### config.mk
export PLATFORM = sky130hd
export DESIGN_NAME = jaa_stream_translator
export DESIGN_NICKNAME = d
export VERILOG_FILES = /design/src/rtl/jaa_pkg.sv /design/src/rtl/jaa_seq_gen.sv /design/src/rtl/jaa_stream_translator.sv
export SDC_FILE = /design/constraint.sdc
export NUM_CORES = 1
export LEC_CHECK = 0
export BUFFER_PORTS_ARGS = -buffer_cell sky130_fd_sc_hd__buf_2
export CAP_MARGIN = 20
export CORE_UTILIZATION = 40
export DETAILED_ROUTE_END_ITERATION = 6
export SYNTH_ARGS = -nofsm -noshare
export SYNTH_HDL_FRONTEND = slang
export SYNTH_SLANG_ARGS = --single-unit
### constraint.sdc
create_clock -name clk -period 2.9 [get_ports clk]
set_clock_uncertainty 0.2 [all_clocks]
set_input_delay 0.58 -clock clk [delete_from_list [all_inputs] [get_ports clk]]
set_output_delay 0.58 -clock clk [all_outputs]
set_load 0.1 [all_outputs]
### src/rtl/jaa_pkg.sv
// Shared definitions for the bytecode-to-ARM translator: opcodes, ARM encoding
// helpers and the translator state type.
package jaa_pkg;

    localparam int MAX_SEQ   = 4;
    localparam int SEQ_IDX_W = $clog2(MAX_SEQ);

    localparam logic [7:0] OP_ICONST_0 = 8'h03;
    localparam logic [7:0] OP_ICONST_5 = 8'h08;
    localparam logic [7:0] OP_BIPUSH   = 8'h10;
    localparam logic [7:0] OP_ILOAD    = 8'h15;
    localparam logic [7:0] OP_ILOAD_0  = 8'h1A;
    localparam logic [7:0] OP_ILOAD_3  = 8'h1D;
    localparam logic [7:0] OP_ISTORE   = 8'h36;
    localparam logic [7:0] OP_ISTORE_0 = 8'h3B;
    localparam logic [7:0] OP_ISTORE_3 = 8'h3E;
    localparam logic [7:0] OP_POP      = 8'h57;
    localparam logic [7:0] OP_DUP      = 8'h59;
    localparam logic [7:0] OP_SWAP     = 8'h5F;
    localparam logic [7:0] OP_IADD     = 8'h60;
    localparam logic [7:0] OP_ISUB     = 8'h64;

    localparam logic [31:0] PFX_PUSH = 32'hE92D0000;
    localparam logic [31:0] PFX_POP  = 32'hE8BD0000;
    localparam logic [31:0] PFX_MOV  = 32'hE3A00000;
    localparam logic [31:0] PFX_MVN  = 32'hE3E00000;
    localparam logic [31:0] PFX_LDR  = 32'hE5900000;
    localparam logic [31:0] PFX_STR  = 32'hE5800000;
    localparam logic [31:0] PFX_ADD  = 32'hE0800000;
    localparam logic [31:0] PFX_SUB  = 32'hE0400000;

    typedef enum logic [1:0] {
        ST_OPCODE,
        ST_OPERAND,
        ST_EMIT
    } state_e;

    function automatic logic inRange(input logic [7:0] op, input logic [7:0] lo,
                                     input logic [7:0] hi);
        return (op >= lo) && (op <= hi);
    endfunction

    function automatic logic [31:0] enc_push(input logic [15:0] mask);
        return PFX_PUSH | {16'h0000, mask};
    endfunction

    function automatic logic [31:0] enc_pop(input logic [15:0] mask);
        return PFX_POP | {16'h0000, mask};
    endfunction

    function automatic logic [31:0] enc_mov(input logic [3:0] r, input logic [7:0] imm);
        return PFX_MOV | {16'h0000, r, 4'h0, imm};
    endfunction

    function automatic logic [31:0] enc_mvn(input logic [3:0] r, input logic [7:0] imm);
        return PFX_MVN | {16'h0000, r, 4'h0, imm};
    endfunction

    function automatic logic [31:0] enc_ldst(input logic isLoad, input logic [3:0] f,
                                             input logic [3:0] r, input logic [11:0] off);
        return (isLoad ? PFX_LDR : PFX_STR) | {12'h000, f, r, off};
    endfunction

    function automatic logic [31:0] enc_alu(input logic isSub, input logic [3:0] r,
                                            input logic [3:0] t);
        return (isSub ? PFX_SUB : PFX_ADD) | {12'h000, r, r, 8'h00, t};
    endfunction

    function automatic logic needsOperand(input logic [7:0] op);
        return (op == OP_BIPUSH) || (op == OP_ILOAD) || (op == OP_ISTORE);
    endfunction

    function automatic logic isZeroOperand(input logic [7:0] op);
        return inRange(op, OP_ICONST_0, OP_ICONST_5) || inRange(op, OP_ILOAD_0, OP_ILOAD_3) ||
               inRange(op, OP_ISTORE_0, OP_ISTORE_3) || (op == OP_POP) || (op == OP_DUP) ||
               (op == OP_SWAP) || (op == OP_IADD) || (op == OP_ISUB);
    endfunction

endpackage

### src/rtl/jaa_seq_gen.sv
// Combinational sequence table: picks word k of the ARM expansion of one bytecode
// and flags whether it is the final word.
module jaa_seq_gen
    import jaa_pkg::*;
#(
    parameter logic [3:0] VAL_REG    = 4'd1,
    parameter logic [3:0] TMP_REG    = 4'd2,
    parameter logic [3:0] FRAME_REG  = 4'd11,
    parameter int         SLOT_SHIFT = 2
) (
    input  logic [7:0]           opcode_i,
    input  logic [7:0]           operand_i,
    input  logic [SEQ_IDX_W-1:0] k_i,
    output logic [31:0]          word_o,
    output logic                 last_o
);

    localparam logic [15:0] R_MASK = 16'h0001 << VAL_REG;
    localparam logic [15:0] T_MASK = 16'h0001 << TMP_REG;

    logic [7:0]  idx;
    logic [11:0] offset;

    // Short-form loads/stores carry the slot index in the opcode itself.
    always_comb begin
        idx = operand_i;
        if (inRange(opcode_i, OP_ILOAD_0, OP_ILOAD_3)) begin
            idx = opcode_i - OP_ILOAD_0;
        end else if (inRange(opcode_i, OP_ISTORE_0, OP_ISTORE_3)) begin
            idx = opcode_i - OP_ISTORE_0;
        end
    end

    assign offset = {4'h0, idx} << SLOT_SHIFT;

    always_comb begin
        word_o = '0;
        last_o = 1'b1;
        if (inRange(opcode_i, OP_ICONST_0, OP_ICONST_5)) begin
            if (k_i == '0) begin
                word_o = enc_mov(VAL_REG, opcode_i - OP_ICONST_0);
                last_o = 1'b0;
            end else begin
                word_o = enc_push(R_MASK);
            end
        end else if (opcode_i == OP_BIPUSH) begin
            if (k_i == '0) begin
                word_o = operand_i[7] ? enc_mvn(VAL_REG, ~operand_i) : enc_mov(VAL_REG, operand_i);
                last_o = 1'b0;
            end else begin
                word_o = enc_push(R_MASK);
            end
        end else if ((opcode_i == OP_ILOAD) || inRange(opcode_i, OP_ILOAD_0, OP_ILOAD_3)) begin
            if (k_i == '0) begin
                word_o = enc_ldst(1'b1, FRAME_REG, VAL_REG, offset);
                last_o = 1'b0;
            end else begin
                word_o = enc_push(R_MASK);
            end
        end else if ((opcode_i == OP_ISTORE) || inRange(opcode_i, OP_ISTORE_0, OP_ISTORE_3)) begin
            if (k_i == '0) begin
                word_o = enc_pop(R_MASK);
                last_o = 1'b0;
            end else begin
                word_o = enc_ldst(1'b0, FRAME_REG, VAL_REG, offset);
            end
        end else if ((opcode_i == OP_IADD) || (opcode_i == OP_ISUB)) begin
            last_o = (k_i == 2'd3);
            case (k_i)
                2'd0:    word_o = enc_pop(T_MASK);
                2'd1:    word_o = enc_pop(R_MASK);
                2'd2:    word_o = enc_alu(opcode_i == OP_ISUB, VAL_REG, TMP_REG);
                default: word_o = enc_push(R_MASK);
            endcase
        end else if (opcode_i == OP_POP) begin
            word_o = enc_pop(R_MASK);
        end else if (opcode_i == OP_DUP) begin
            last_o = (k_i >= 2'd2);
            word_o = (k_i == '0) ? enc_pop(R_MASK) : enc_push(R_MASK);
        end else if (opcode_i == OP_SWAP) begin
            last_o = (k_i == 2'd3);
            case (k_i)
                2'd0:    word_o = enc_pop(R_MASK);
                2'd1:    word_o = enc_pop(T_MASK);
                2'd2:    word_o = enc_push(R_MASK);
                default: word_o = enc_push(T_MASK);
            endcase
        end
    end

endmodule

### src/rtl/jaa_stream_translator.sv
// Streaming bytecode-to-ARM translator: byte-wide valid/ready in, one ARM word
// per cycle out, with unsupported-opcode reporting and an emitted-word counter.
module jaa_stream_translator
    import jaa_pkg::*;
#(
    parameter logic [3:0] VAL_REG    = 4'd1,
    parameter logic [3:0] TMP_REG    = 4'd2,
    parameter logic [3:0] FRAME_REG  = 4'd11,
    parameter int         SLOT_SHIFT = 2,
    parameter int         CNT_W      = 16
) (
    input  logic             clk,
    input  logic             reset,
    input  logic             bc_valid,
    output logic             bc_ready,
    input  logic [7:0]       bc_data,
    output logic             arm_valid,
    input  logic             arm_ready,
    output logic [31:0]      arm_instr,
    output logic             arm_last,
    output logic             unsup_pulse,
    output logic [7:0]       unsup_opcode,
    output logic [CNT_W-1:0] instr_count
);

    localparam logic [CNT_W-1:0] CNT_ONE = {{(CNT_W-1){1'b0}}, 1'b1};

    state_e               state_q;
    logic [7:0]           opcode_q, operand_q, unsup_opcode_q;
    logic [SEQ_IDX_W-1:0] k_q;
    logic                 arm_valid_q, arm_last_q, unsup_pulse_q;
    logic [31:0]          arm_instr_q;
    logic [CNT_W-1:0]     count_q;

    logic [7:0]           gen_op_d, gen_operand_d;
    logic [SEQ_IDX_W-1:0] gen_k_d;
    logic [31:0]          gen_word;
    logic                 gen_last;

    // The generator looks one word ahead so the output word can be registered.
    always_comb begin
        gen_op_d      = opcode_q;
        gen_operand_d = operand_q;
        gen_k_d       = k_q;
        case (state_q)
            ST_OPCODE: begin
                gen_op_d      = bc_data;
                gen_operand_d = '0;
                gen_k_d       = '0;
            end
            ST_OPERAND: begin
                gen_operand_d = bc_data;
                gen_k_d       = '0;
            end
            default: gen_k_d = k_q + 1'b1;
        endcase
    end

    jaa_seq_gen #(
        .VAL_REG   (VAL_REG),
        .TMP_REG   (TMP_REG),
        .FRAME_REG (FRAME_REG),
        .SLOT_SHIFT(SLOT_SHIFT)
    ) u_seq_gen (
        .opcode_i (gen_op_d),
        .operand_i(gen_operand_d),
        .k_i      (gen_k_d),
        .word_o   (gen_word),
        .last_o   (gen_last)
    );

    always_ff @(posedge clk or posedge reset) begin
        if (reset) begin
            state_q        <= ST_OPCODE;
            opcode_q       <= '0;
            operand_q      <= '0;
            k_q            <= '0;
            arm_valid_q    <= 1'b0;
            arm_last_q     <= 1'b0;
            arm_instr_q    <= '0;
            unsup_pulse_q  <= 1'b0;
            unsup_opcode_q <= '0;
            count_q        <= '0;
        end else begin
            unsup_pulse_q <= 1'b0;
            case (state_q)
                ST_OPCODE: begin
                    if (bc_valid) begin
                        opcode_q <= bc_data;
                        if (needsOperand(bc_data)) begin
                            state_q <= ST_OPERAND;
                        end else if (isZeroOperand(bc_data)) begin
                            state_q     <= ST_EMIT;
                            k_q         <= '0;
                            arm_valid_q <= 1'b1;
                            arm_instr_q <= gen_word;
                            arm_last_q  <= gen_last;
                        end else begin
                            unsup_pulse_q  <= 1'b1;
                            unsup_opcode_q <= bc_data;
                        end
                    end
                end
                ST_OPERAND: begin
                    if (bc_valid) begin
                        operand_q   <= bc_data;
                        state_q     <= ST_EMIT;
                        k_q         <= '0;
                        arm_valid_q <= 1'b1;
                        arm_instr_q <= gen_word;
                        arm_last_q  <= gen_last;
                    end
                end
                default: begin
                    if (arm_ready) begin
                        count_q <= count_q + CNT_ONE;
                        if (arm_last_q) begin
                            state_q     <= ST_OPCODE;
                            arm_valid_q <= 1'b0;
                            arm_last_q  <= 1'b0;
                            arm_instr_q <= '0;
                        end else begin
                            k_q         <= gen_k_d;
                            arm_instr_q <= gen_word;
                            arm_last_q  <= gen_last;
                        end
                    end
                end
            endcase
        end
    end

    // Held low for the whole reset so no byte is taken while state is undefined.
    assign bc_ready     = ~reset && (state_q != ST_EMIT);
    assign arm_valid    = arm_valid_q;
    assign arm_instr    = arm_instr_q;
    assign arm_last     = arm_last_q;
    assign unsup_pulse  = unsup_pulse_q;
    assign unsup_opcode = unsup_opcode_q;
    assign instr_count  = count_q;

endmodule

==> results.json, run 1 <==
{
  "clkLatencyLatePin_ps": 360,
  "rows": 36,
  "drc": 0,
  "path_buf_inv": 1,
  "drtIter0Drc": 202,
  "synth-seq-cells": 69,
  "min_path_cells": 1,
  "fin_setup_tns_ps": 0,
  "grt_pass1_vias": 3878,
  "clockBufferDepth": 2,
  "diodes": 0,
  "fill_cells": 923,
  "post_synth_instance_area_um2": 4150,
  "grt_overflow": 0,
  "synthCells": 438,
  "ys_types": 75,
  "viasPerCell": 5.56,
  "status": "complete, no violations",
  "place_area_um2": 5100,
  "crit_family": "simple AND/OR/NAND/NOR gates",
  "cts_tree": "done",
  "critPathKind": "reg2reg",
  "path_cells": "or2_4, mux2i_2, or4_4, a221oi_4, buf_4, nor2_1, nor2_1, o41ai_4",
  "ys.flop_type": "dfrtp_1",
  "drv_cap": 0,
  "seq_area_frac_synth": 0.417,
  "drive_above_1_share": 0.374,
  "reg2reg_to": "arm_instr[19]",
  "rrSetupSlack_ps": 70,
  "synth_edf_count": 0,
  "ir_drop_mv": 0.843,
  "powerDensity_nw_per_um2": 1280,
  "routed_wl_mm": 11.8,
  "die_w_um": 104,
  "io_pins": 72,
  "max_freq_mhz": 354,
  "max_stage_delay_ps": 540,
  "antenna_left": 0,
  "slew_headroom": 0.503,
  "slowest_stage": "or4_4",
  "arrival_ps": 2870,
  "gp_congestion": 0.904,
  "min_to": "instr_count[15]",
  "fin_nets": 578,
  "worst_slew_pin_slew_ps": 745,
  "critPathMostFrequentCell": "nor2_1",
  "numCtsBuffers": 9,
  "grt_pass1_wl_mm": 19.8,
  "wire_per_inst_um": 16.8,
  "setup_viol_count_final": 0,
  "crit-reg2reg-launch": "state_q[0]",
  "dp_hpwl_mm": 8.82,
  "clock_sinks": 69,
  "pre_cts_slack_ps": -123,
  "startpoint_type": "flip-flop",
  "r2r_cells": 8,
  "worst_slack_ps": 73.8,
  "drv_slew": 0,
  "p_leak_nw": 2.58,
  "antenna_found_initial": 0,
  "cts_max_level": 3,
  "core_um2": 9910,
  "layout_common_cells": "74 x buf_4, 69 x dfrtp_1, 65 x buf_2",
  "fin_crit_sh": 0.975,
  "dr_total_vias": 3908,
  "root_buffer": "clkbuf_8",
  "grt_max_degree": 57,
  "drt_pre_antenna_iters": 4,
  "yosys_warnings": 0,
  "hold_violations": 0,
  "avgSynthCellArea_um2": 9.46,
  "fin_crit_ps": 2830,
  "hold_path_class": "reg2reg",
  "crit_path_start": "state_q[0]",
  "clkTransAtPathRegs_ps": 80,
  "cp_max_fo": 10,
  "fin_area_um2": 5440,
  "place_inst": 685,
  "grt_use_total": 0.230,
  "fp.dieH_um": 104,
  "start_util": 0.418,
  "fin_cells": 703,
  "hp-start": "instr_count[15]",
  "area_delta_synth_final_pct": 31.1,
  "whs_ps": 282,
  "port_buffers": 65,
  "dieArea_um2": 10800,
  "async_flop_share": 1.00,
  "end_kind": "flip-flop",
  "grt_setup_unrepaired": "true",
  "final_common_cell": "buf_4",
  "cp.required_ps": 2940
}
worst max-delay path by stage:
stage	to	cells after the start	slack [ps]
6_report	arm_instr[19]	8	70
5_1_grt	arm_instr[16]	9	-10
4_1_cts	arm_instr[19]	9	20
3_5_place_dp	arm_instr[1]	8	-120
3_3_place_gp	arm_instr[1]	8	-110
2_1_floorplan	bc_ready	5	80
cells in the mapped netlist, types with 5 or more instances:
master	count	area [um2]
dfrtp_1	69	1730
nand2_1	46	173
nor2_1	32	120
mux2_2	20	225
o21ai_0	18	90.1
a21oi_1	16	80.1
xnor2_1	15	131
buf_4	13	97.6
clkbuf_1	12	45.0
nand4_1	11	68.8
xor2_1	11	96.3
a22oi_1	10	75.1
inv_1	10	37.5
o21ai_1	9	45.0
nand3_1	8	40.0
nor2b_1	8	50.1
or3_1	7	43.8
a31oi_1	6	37.5
a22o_1	5	43.8
buf_2	5	25.0
nand2b_1	5	31.3
nor3_1	5	25.0
o31ai_1	5	37.5
or4_1	5	37.5
layout make-up:
type	count	area (um2)	area share
clock buffer	9	124	0.0228
clock inverter	7	98.8	0.0182
inverter	10	37.5	0.00690
multi-input combinational	331	2310	0.425
sequential	69	1730	0.318
tap	133	166	0.0306
timing repair buffer	144	971	0.179
layer usage:
layer / vias up / routed length (um) / track usage / share of wire
li1: 1842 / - / - / -
met1: 1911 / 5520 / 0.323 / 0.47
met2: 132 / 5440 / 0.358 / 0.46
met3: 23 / 603 / 0.0396 / 0.051
met4: 0 / 236 / 0.0765 / 0.020
met5: - / 0 / 0 / 0
registers in the layout (all words and copies together) (netlist names):
signal / cells
arm_last: 1
state_q: 2
unsup_opcode: 8
opcode_q: 8
instr_count: 16
operand_q: 8
arm_valid: 1
k_q: 2
arm_instr: 22
unsup_pulse: 1
through the flow:
stage               total power, mW   util
finish                         6.95  0.549
global route                   7.32  0.549
CTS                            6.84  0.540
detailed placement             5.91  0.515
global placement               5.86  0.515
floorplan                      4.77      -
cell families after synthesis:
logic type	synth area share
mux	0.0640
xor+xnor	0.0549
flops	0.417
simple gates	0.218
compound gates	0.188
buf+inv	0.0540
other cells	0.000905
fa+ha+maj	0.00302
where the power goes:
part | internal, mW | leakage (nW) | total, mW | switching, mW
registers | 1.29 | 0.887 | 1.56 | 0.271
logic | 1.34 | 1.59 | 4.49 | 3.15
clock network | 0.489 | 0.110 | 0.905 | 0.417
total | 3.12 | 2.58 | 6.95 | 3.83
repair_timing:
| item | CTS | global route |
|---|---|---|
| pin swaps | 0 | 5 |
| endpoints found under the setup margin | 6 | 15 |
| setup buffers | 0 | 1 |
| resized for setup | 2 | 15 |
| endpoints found under the hold margin | 13 | 0 |
| hold buffers | 1 | 0 |
No activity file was read; power rests on OpenSTA's default activity.
==> run 2, diff against run 1 <==
Settings changed: GPL_TIMING_DRIVEN set to 0.
==> run 2 against run 1 <==
  * Setup slack got worse by 37 ps
  * Sequential cell count unchanged
  * Count of clock-buffer cells in the layout increased by 1
  * Critical path depth decreased by 2
  * Sequential share of layout area increased by 1.5 points
  * Final cell count decreased by 5.7%
  * Global-route usage decreased by 1.9 points
  * Utilization decreased by 2.4 points
==> results.json, run 2 (same netlist as run 1, synthesis figures left out) <==
{
  "status": "complete, no violations",
  "r2r_cells": 9,
  "viasPerCell": 5.64,
  "fill_cells": 948,
  "drc": 0,
  "drv_slew": 0,
  "fin_crit_ps": 2860,
  "dieArea_um2": 10800,
  "drv_cap": 0,
  "start_util": 0.418,
  "arrival_ps": 2080,
  "grt_max_degree": 70,
  "clkLatencyLatePin_ps": 360,
  "layout_common_cells": "69 x dfrtp_1, 64 x buf_2, 46 x nand2_1",
  "hold_path_class": "in2async",
  "gp_congestion": 0.887,
  "multi_input_area_um2": 2440,
  "grt_pass1_wl_mm": 18.0,
  "numCtsBuffers": 9,
  "grt_use_total": 0.211,
  "final_common_cell": "dfrtp_1",
  "cp_max_fo": 10,
  "end_kind": "output pin",
  "dp_hpwl_mm": 8.07,
  "cp.required_ps": 2120,
  "grt_pass1_vias": 3482,
  "diodes": 0,
  "fin_setup_tns_ps": 0,
  "startpoint_type": "flip-flop",
  "fin_crit_sh": 0.987,
  "drtIter0Drc": 212,
  "cts_max_level": 3,
  "routed_wl_mm": 11.5,
  "antenna_found_initial": 0,
  "die_w_um": 104,
  "dr_total_vias": 3739,
  "rows": 36,
  "grt_overflow": 0,
  "final-seq-area_um2": 1730,
  "root_buffer": "clkbuf_8",
  "drive_above_1_share": 0.342,
  "area_delta_synth_final_pct": 25.4,
  "port_buffers": 63,
  "setup_viol_count_final": 0,
  "drt_pre_antenna_iters": 5,
  "fp.dieH_um": 104,
  "hold_violations": 0,
  "antenna_left": 0,
  "clkTransAtPathRegs_ps": 80,
  "clock_sinks": 69,
  "io_pins": 72,
  "largest_reg_flops": 22,
  "critPathKind": "reg2out",
  "clockBufferDepth": 2,
  "core_um2": 9910,
  "holdBufCountCts": 0,
  "wire_per_inst_um": 17.3,
  "max_freq_mhz": 349,
  "worst_slew_pin_slew_ps": 858,
  "slew_headroom": 0.428,
  "fin_nets": 538,
  "cts_tree": "done"
}
==> run 2: cell count changes in the layout (fill, tap and decap cells not counted), sizes merged <==
cell,previous run,this run
buf,143,90
clkinv,3,1
inv,11,12
dlygate4sd3,1,0
clkbuf,9,24
==> run 2: area by class of cell <==
type | instances | area share
inverter | 10 | 0.00770
clock inverter | 6 | 0.0181
buffer | 32 | 0.0395
multi-input combinational | 331 | 0.470
clock buffer | 10 | 0.0246
tap | 133 | 0.0320
sequential | 69 | 0.332
timing repair buffer | 72 | 0.0756
==> run 2: critical path, cell delays in order (launching register included) <==
cell      delay, ps
dfrtp_1         440
buf_4           220
buf_6           160
clkbuf_2        210
clkbuf_4        260
a21oi_2         190
buf_6           250
==> run 2: worst paths after layout <==
check | slack [ps] | start | endpoint
setup reg to reg | 40 | state_q[0] | arm_instr[21]
hold reg to reg | 270 | instr_count[15] | instr_count[15]
max in group asynchronous | 1710 | reset | arm_instr[30]
min in group clk | 270 | instr_count[15] | instr_count[15]
hold / removal | 210 | reset | operand_q[0]
setup / recovery | 40 | state_q[1] | bc_ready
==> run 2: per-layer routing <==
| metal | part of all wire | global-route usage |
|---|---|---|
| met1 | 0.48 | 0.296 |
| met5 | 0 | 0 |
| met4 | 0.0095 | 0.0673 |
| met3 | 0.053 | 0.0535 |
| met2 | 0.46 | 0.317 |
==> run 2: metrics by stage <==
stage	util	hold slack (ps)	std cells	area (um2)	worst slack, ps
after floorplan	-	280	443	4170	81.3
after global placement	0.469	249	639	4650	-536
after detailed placement	0.469	257	639	4650	-520
after CTS	0.499	242	659	4950	-10.9
after global routing	0.524	285	663	5200	-32.5
final	0.524	210	663	5200	37.3
==> run 2: timing repair <==
item	in CTS	in global routing
gates resized for setup	12	47
cloned	0	0
setup buffers	4	5
pin swaps	2	7
setup endpoints to repair	25	32
Power of run 2 is not shown: default switching activity piles up to over one toggle a cycle in this logic, so the estimate is an artifact.
